--- config.mk ---
export PLATFORM = sky130hd
export DESIGN_NAME = uart_frame_sched
export DESIGN_NICKNAME = d
export VERILOG_FILES = /design/src/rtl/uart_pkg.sv /design/src/rtl/uart_frame_sched_rr_pick.sv /design/src/rtl/uart_frame_sched.sv
export SDC_FILE = /design/constraint.sdc
export NUM_CORES = 1
export LEC_CHECK = 0
export CAP_MARGIN = 20
export CELL_PAD_IN_SITES_DETAIL_PLACEMENT = 0
export CELL_PAD_IN_SITES_GLOBAL_PLACEMENT = 1
export CORE_UTILIZATION = 39
export CTS_CLUSTER_DIAMETER = 200
export CTS_CLUSTER_SIZE = 28
export DETAILED_ROUTE_END_ITERATION = 12
export GPL_TIMING_DRIVEN = 1
export PLACE_DENSITY = 0.72
export SYNTH_ARGS = -nofsm -noshare
export SYNTH_HDL_FRONTEND = slang
export SYNTH_SLANG_ARGS = --single-unit
--- constraint.sdc ---
create_clock -name clk -period 1.6 [get_ports clk]
set_input_delay 0.24 -clock clk [delete_from_list [all_inputs] [get_ports clk]]
set_output_delay 0.24 -clock clk [all_outputs]
set_load 0.01 [all_outputs]
--- src/rtl/uart_pkg.sv ---
// Shared types and widths for the RS485 frame scheduler.
package uart_pkg;

    localparam int CYCLE_W = 6;
    localparam int TIMER_W = 16;

    typedef enum logic [2:0] {
        IDLE,
        REQ,
        REL,
        DONE,
        GAP
    } state_t;

    // Frame-cycle successor; wraps by compare so any modulus up to 64 works.
    function automatic logic [CYCLE_W-1:0] cycle_next(input logic [CYCLE_W-1:0] cur,
                                                      input int modulus);
        return (int'(cur) == modulus - 1) ? '0 : cur + 1'b1;
    endfunction

endpackage

--- src/rtl/uart_frame_sched_rr_pick.sv ---
// Combinational round-robin selector: first set request at or above rr_ptr, wrapping.
module rr_pick
    import uart_pkg::*;
#(
    parameter int NREQ  = 4,
    parameter int IDX_W = 2
) (
    input  logic [NREQ-1:0]  req,
    input  logic [IDX_W-1:0] rr_ptr,
    output logic [NREQ-1:0]  pick,
    output logic [IDX_W-1:0] index
);

    logic [IDX_W-1:0] cand;

    always_comb begin
        // NOTE: every variable gets a default first so no latch is inferred.
        index = '0;
        cand  = '0;
        // Walk from the farthest candidate back so the nearest one wins.
        for (int i = NREQ - 1; i >= 0; i--) begin
            cand = IDX_W'((int'(rr_ptr) + i) % NREQ);
            if (req[cand]) begin
                index = cand;
            end
        end
        pick = (|req) ? (NREQ'(1) << index) : '0;
    end

endmodule

--- src/rtl/uart_frame_sched.sv ---
// Round-robin scheduler sharing one RS485 UART frame transmitter between NREQ sources.
// Define FRAME_GAP_EN to insert GAP idle clocks after every frame for bus turnaround.
module uart_frame_sched
    import uart_pkg::*;
#(
    parameter int                 NREQ    = 4,
    parameter int                 CYCLES  = 48,
    parameter logic [TIMER_W-1:0] TIMEOUT = 16'd50000,
    parameter logic [7:0]         GAP     = 8'd32
) (
    input  logic               clk,
    input  logic               reset,
    input  logic [NREQ-1:0]    req,
    output logic [NREQ-1:0]    grant,
    output logic               rq,
    input  logic               full,
    output logic [CYCLE_W-1:0] cycle,
    output logic               done,
    output logic               err,
    output logic               busy
);

    localparam int IDX_W = $clog2(NREQ);

    state_t             state;
    logic [IDX_W-1:0]   rr_ptr;
    logic [IDX_W-1:0]   gnt_idx;
    logic [TIMER_W-1:0] timer;
    logic               err_flag;
    logic               full_m;
    logic               full_s;
    logic [NREQ-1:0]    pick;
    logic [IDX_W-1:0]   pick_idx;

`ifdef FRAME_GAP_EN
    logic [7:0] gap_cnt;
`else
    logic unused_gap;
    assign unused_gap = ^GAP;
`endif

    rr_pick #(
        .NREQ  (NREQ),
        .IDX_W (IDX_W)
    ) u_rr_pick (
        .req    (req),
        .rr_ptr (rr_ptr),
        .pick   (pick),
        .index  (pick_idx)
    );

    // full comes from the transmitter's edgeTx domain.
    always_ff @(posedge clk or posedge reset) begin
        if (reset) begin
            full_m <= 1'b0;
            full_s <= 1'b0;
        end else begin
            full_m <= full;
            full_s <= full_m;
        end
    end

    // NOTE: sequential state uses non-blocking assignments so every register sees pre-edge values.
    always_ff @(posedge clk or posedge reset) begin
        if (reset) begin
            state    <= IDLE;
            grant    <= '0;
            rq       <= 1'b0;
            cycle    <= '0;
            done     <= 1'b0;
            err      <= 1'b0;
            busy     <= 1'b0;
            rr_ptr   <= '0;
            gnt_idx  <= '0;
            timer    <= '0;
            err_flag <= 1'b0;
`ifdef FRAME_GAP_EN
            gap_cnt  <= '0;
`endif
        end else begin
            done <= 1'b0;
            err  <= 1'b0;
            case (state)
                IDLE: begin
                    if (|req) begin
                        grant   <= pick;
                        gnt_idx <= pick_idx;
                        rq      <= 1'b1;
                        busy    <= 1'b1;
                        state   <= REQ;
                    end
                end
                REQ: begin
                    timer <= timer + 1'b1;
                    if (full_s) begin
                        rq    <= 1'b0;
                        state <= REL;
                    end else if (timer == TIMEOUT - 1'b1) begin
                        rq       <= 1'b0;
                        err_flag <= 1'b1;
                        state    <= REL;
                    end
                end
                REL: begin
                    if (!full_s) begin
                        state <= DONE;
                    end
                end
                DONE: begin
                    done     <= 1'b1;
                    err      <= err_flag;
                    grant    <= '0;
                    timer    <= '0;
                    err_flag <= 1'b0;
                    rr_ptr   <= (gnt_idx == IDX_W'(NREQ - 1)) ? '0 : gnt_idx + 1'b1;
                    // A timed-out frame keeps its cycle index so it is retried.
                    if (!err_flag) begin
                        cycle <= cycle_next(cycle, CYCLES);
                    end
`ifdef FRAME_GAP_EN
                    gap_cnt <= '0;
                    state   <= GAP;
`else
                    busy    <= 1'b0;
                    state   <= IDLE;
`endif
                end
                GAP: begin
`ifdef FRAME_GAP_EN
                    if (gap_cnt == GAP - 8'd1) begin
                        busy  <= 1'b0;
                        state <= IDLE;
                    end else begin
                        gap_cnt <= gap_cnt + 8'd1;
                    end
`else
                    busy  <= 1'b0;
                    state <= IDLE;
`endif
                end
                default: begin
                    grant <= '0;
                    rq    <= 1'b0;
                    busy  <= 1'b0;
                    state <= IDLE;
                end
            endcase
        end
    end

endmodule

Word level (Yosys, flattened, before mapping):

Cells that the tools add are included.

* register bits: 40
* bits of input ports: 7
* output and inout bits: 14

* add/sub/neg operators: 6
* magnitude comparators: 4
* equal/unequal tests: 11
* shifts and indexed selects: 1
* mux-type cells: 32
* bitwise logic cells: 3
* reductions and logical operators: 11

Operators by type and width (count)
* 16-bit one-hot mux with 2 select lines: 1
* 16-bit by 1-bit adder with 16-bit output (second input constant): 1
* 16-bit == test (second input constant): 1
* 2-bit by 3-bit less-than comparator with 1-bit output (second input constant): 4
* 3-bit 2-to-1 mux: 4
* 1-bit 2-to-1 mux: 11
* 2-bit 2-to-1 mux: 5
* 3-bit one-hot mux with 3 select lines: 1
* 3-bit AND reduction: 3
* 1-bit binary-select mux with 2-bit select: 4
* 2-bit inequality test (second input constant): 4
* 4-bit one-hot mux with 2 select lines: 1
* 6-bit by 1-bit adder with 6-bit output (second input constant): 1
* 3-bit by 2-bit == test with 1-bit output (second input constant): 2
* 6-bit == test (second input constant): 1
* 6-bit 2-to-1 mux: 1
* 2-bit AND reduction: 3
* 2-bit by 1-bit adder with 2-bit output (second input constant): 2
* 2-bit adder (second input constant): 2
* 4-bit 2-to-1 mux: 1
* 1-bit one-hot mux with 2 select lines: 2
* 2-bit OR reduction: 2
* 4-bit OR reduction: 1
* 1-bit by 2-bit << shifter with 4-bit output (first input constant): 1
* 7 further kinds: 9

Logic depth before layout (Yosys ltp):

* depth after elaboration: 10
* mapped depth: 7

By module:

Synthesis repeated with hierarchy kept, for this count alone.

* cells, all modules: 205
* area, all modules: 2104.5 um^2

Modules (own cells, without submodules)
* uart_frame_sched: times used 1, cells an instance 174, area an instance 1900.6 um^2, seq. area each 975.9 um^2
* rr_pick: times used 1, cells an instance 31, area an instance 203.9 um^2, seq. area each 0.0 um^2

Least setup slack after synthesis:

No wires, ideal clock.

* path type: flip-flop to flip-flop
* start point: register state[1]
* end point: register timer[13]
* library setup time: 0.078 ns
* arrival time: 1.699 ns
* data required time: 1.522 ns
* path slack: -0.177 ns
* cell stages (with the launch flop): 8
* buffers on the path: 1
* period minus slack after synthesis: 1.777 ns
* cells stage by stage: dfrtp_1 > inv_1 > ha_1 > buf_4 > o2111a_2 > nand3_2 > or4_1 > a21oi_1

* cells in the longest elaborated chain, start to end: 2

Ends and longest elaborated chain
* start: declaration: line uart_frame_sched.sv:25 `state_t state;`
* start signal: assignment: line uart_frame_sched.sv:66 `state <= IDLE;`
* start signal: assignment: line uart_frame_sched.sv:90 `state <= REQ;`
* start signal: assignment: line uart_frame_sched.sv:97 `state <= REL;`
* 3-bit by 2-bit == test with 1-bit output / 3-bit by 1-bit == test with 1-bit output (equally long branches): line uart_frame_sched.sv:83 `case (state)`
* 16-bit one-hot mux with 2 select lines / 2-bit nonzero test (equally long branches)
* end signal: assignment: line uart_frame_sched.sv:94 `timer <= timer + 1'b1;`
* end: declaration: line uart_frame_sched.sv:28 `logic [TIMER_W-1:0] timer;`

Parallel ways exist; a longest one is shown, timed or not.
A chain may end at the register's enable or synchronous reset.

Worst setup path after layout:

* start point: register timer[11]
* end point: register state[1]

* cells in the longest elaborated chain, start to end: 3

Ends and longest elaborated chain
* 16-bit == test: line uart_frame_sched.sv:98 `end else if (timer == TIMEOUT - 1'b1) begin`
* 3-bit inequality test (no line)
* 3-bit AND reduction (no line)
* end signal: assignment: line uart_frame_sched.sv:97
* end signal: assignment: line uart_frame_sched.sv:101 `state <= REL;`
* end signal: assignment: line uart_frame_sched.sv:106 `state <= DONE;`

Every way passes these cells.

==> metrics.txt <==
Int Power=2.73 mW; die area=0.00541 sq mm; final hold violation count=0; CTS tree=done; crit-path max FO=4; ANT cells=0; TritonCTS buffer count=5; VDD IR max=around 0.8 mV; setup violators final=14; Design Area, Final=0.00296 sq mm; Synth Flop Type=dfrtp_1; CTS Hold Bufs=0; critical path arrival=approximately 1900 ps; initial antenna violation count=0; fin crit share=1.07; Reg2Reg Depth=5; Iter 0 DRT Violations=76; fin crit period=1720 ps; highest cell delay on the worst timing path=between 400 and 500 ps; Seq/Total Area, Yosys=0.488; grt ovf=0; Clock power frac=0.152; fraction of the mapped netlist area in simple logic gates=0.221; leakage=1.36 nW; vias in the first global route=roughly 1800; Final Skew=9.53 ps; delay-heaviest family, CP=simple AND/OR/NAND/NOR gates; post-synthesis compound-gate area fraction=0.118; status=finished with violations; xor/xnor share of the synthesized area=0.0570; final worst slack=-120 ps; Slowest-stage cell, CP=dfrtp_1; first-pass GRT wire length=7830 um; Reg2Reg Launch Point=timer[11]; Syn Inst Count=196; failing checks=setup timing; Clock Latency Late Sink=approximately 290 ps; vias=between 1500 and 2000; die height=about 74 um; worst slew pin tran=391 ps; CTS Sinks=39; DP Area=around 0.0026 sq mm; post-DP HPWL=between 3000 and 4000 um; Slew Limit Fails=0; Mean Syn Cell Area=10.2 sq um; worst reg2reg setup slack=-120 ps; mux share of post-synthesis cell area=0.0376; yosys warns=0; layout cells sized above 1=0.359; dpl cells=321; #FFs+latches synth=39; ANT nets after route=0; FILL cells=400; CTS root buf=clkbuf_8; Yosys cell types=40; DRT Pass-1 Iters=4; largest family of logic cells by synthesized area=simple AND/OR/NAND/NOR gates; IO Port Bufs=20; clock-pin slew on the worst setup and hold paths=80 ps; synthesized cell area=0.00200 sq mm; EDFF count, synth=0; pin count of the biggest net entering global routing=40; Switching Share=0.360; Comb power frac=0.496; crit path cell chain=nor4b_4, nand4_1, buf_4, a21o_1, mux2_2; fmax=0.582 GHz; gr usage total=0.192; I/O Pins=21; critical path startpoint category=flip-flop; Initial Util=0.415; CORE AREA=about 0.0048 sq mm; Routed WL per cell=14.1 um; dpl ws=-251 ps; # nets final=284; pwr/cell area=1440 mW/mm^2; Total Wirelength=4760 um; vias per cell=roughly 5.2; Placer Congestion=about 0.8; row count=25; Seq pwr share=0.353; Layout area overhead=47.9%; DRC errors left=0; DIE WIDTH=73.6 um; clk buf depth=2; Post-Syn Nets=211; most frequent cells in the layout=47 x buf_4, 35 x dfrtp_1, 19 x clkdlybuf4s50_1; worst reg2reg endpoint=state[1]; WP buf/inv=1; WP data required=1780 ps; Design Power=4.26 mW; H-tree Lvls=2; Hold Crit Class=primary input to asynchronous set/reset pin; max cap viols=0; unrepaired setup endpoints after global routing=true; fin cells=337; most common cell after layout, fill and taps aside=buf_4; Final Util=0.614; Critical Path Sink Type=flip-flop; Post-Synth Adder-Cell Area=0.0501; Worst slew margin=0.737; WS Path Type=flip-flop to flip-flop; asr flop ratio synth=1.00; Psw=1.53 mW
synth_stat cells (4+ instances only):
cell type	number	area, sq um
dfrtp_1	39	976
nor2b_1	5	31.3
mux2_2	4	45.0
xor2_1	7	61.3
nor3_1	5	25.0
and3_1	8	50.1
nor2_1	17	63.8
ha_1	8	100
nand2_1	14	52.6
clkbuf_1	4	15.0
o21ai_0	10	50.1
xnor2_1	6	52.6
inv_1	6	22.5
a21oi_1	12	60.1
nand3_1	4	20.0
nand4_1	8	50.1
tightest hold or removal path, cell delays in order:
cell and delay [ps]:
clkdlybuf4s50_1 400, inv_1 100, buf_12 230
final cells by class:
type | count | area, sq um | share of cell area
Clock inverter | 1 | 5.00 | 0.00169
Tap cell | 67 | 83.8 | 0.0284
Timing Repair Buffer | 73 | 632 | 0.214
Multi-Input combinational cell | 144 | 1150 | 0.391
Inverter | 6 | 22.5 | 0.00762
Clock buffer | 7 | 76.3 | 0.0258
Sequential cell | 39 | 981 | 0.332
metrics by stage:
step	TNS, ps	hold slack, ps
floorplan	-649	271
global placement	-2130	343
detailed placement	-3170	348
CTS	-529	328
global route	-2310	327
finish	-756	315
power by group through the flow:
stage	clock network (mW)	registers (mW)	logic (mW)
floorplan	0	1.52	0.920
CTS	0.663	1.50	1.97
detailed placement	0	1.48	1.84
finish	0.647	1.50	2.11
global placement	0	1.46	1.80
global route	0.717	1.55	2.30
flip-flops by register name (all words and copies together), names as in the netlist:
name,cells
busy,1
cycle,6
done,1
err,1
err_flag,1
full_m,1
full_s,1
gnt_idx,2
grant,4
rq,1
rr_ptr,2
state,2
timer,16
how the worst max path moves through the flow:
stage           endpoint  slack, ps  cells after the start       from
3_3_place_gp    state[1]       -220                      5     req[2]
2_1_floorplan  timer[15]       -150                      7   state[1]
3_5_place_dp    state[1]       -250                      5     req[2]
5_1_grt        timer[15]       -190                      6   state[1]
6_report        state[1]       -120                      5  timer[11]
4_1_cts         state[1]       -110                      5  timer[13]
metal layers:
| layer | up-vias | wire (um) | part of all wire | global-route usage |
|---|---|---|---|---|
| li1 | 851 | - | - | - |
| met1 | 852 | 2120 | 0.45 | 0.243 |
| met2 | 29 | 2400 | 0.50 | 0.322 |
| met3 | 5 | 195 | 0.041 | 0.0453 |
| met4 | 0 | 45 | 0.0094 | 0.0662 |
| met5 | - | 0 | 0 | 0 |
what timing repair did:
| action | in CTS | in global routing |
|---|---|---|
| pin swaps | 10 | 18 |
| hold endpoints to repair | 0 | 0 |
| setup buffers | 4 | 4 |
| resized for setup | 25 | 28 |
| setup endpoints to repair | 21 | 25 |
cells by family after synthesis:
kind of cell               after synthesis
xor gates and xnor gates                13
AOI/OAI and AO/OA                       37
DFF                                     39
and+or+nand+nor                         79
adders and majority gates                8
muxes                                    7
buffers and inverters                   13
Power figures use the tool's default switching activity.
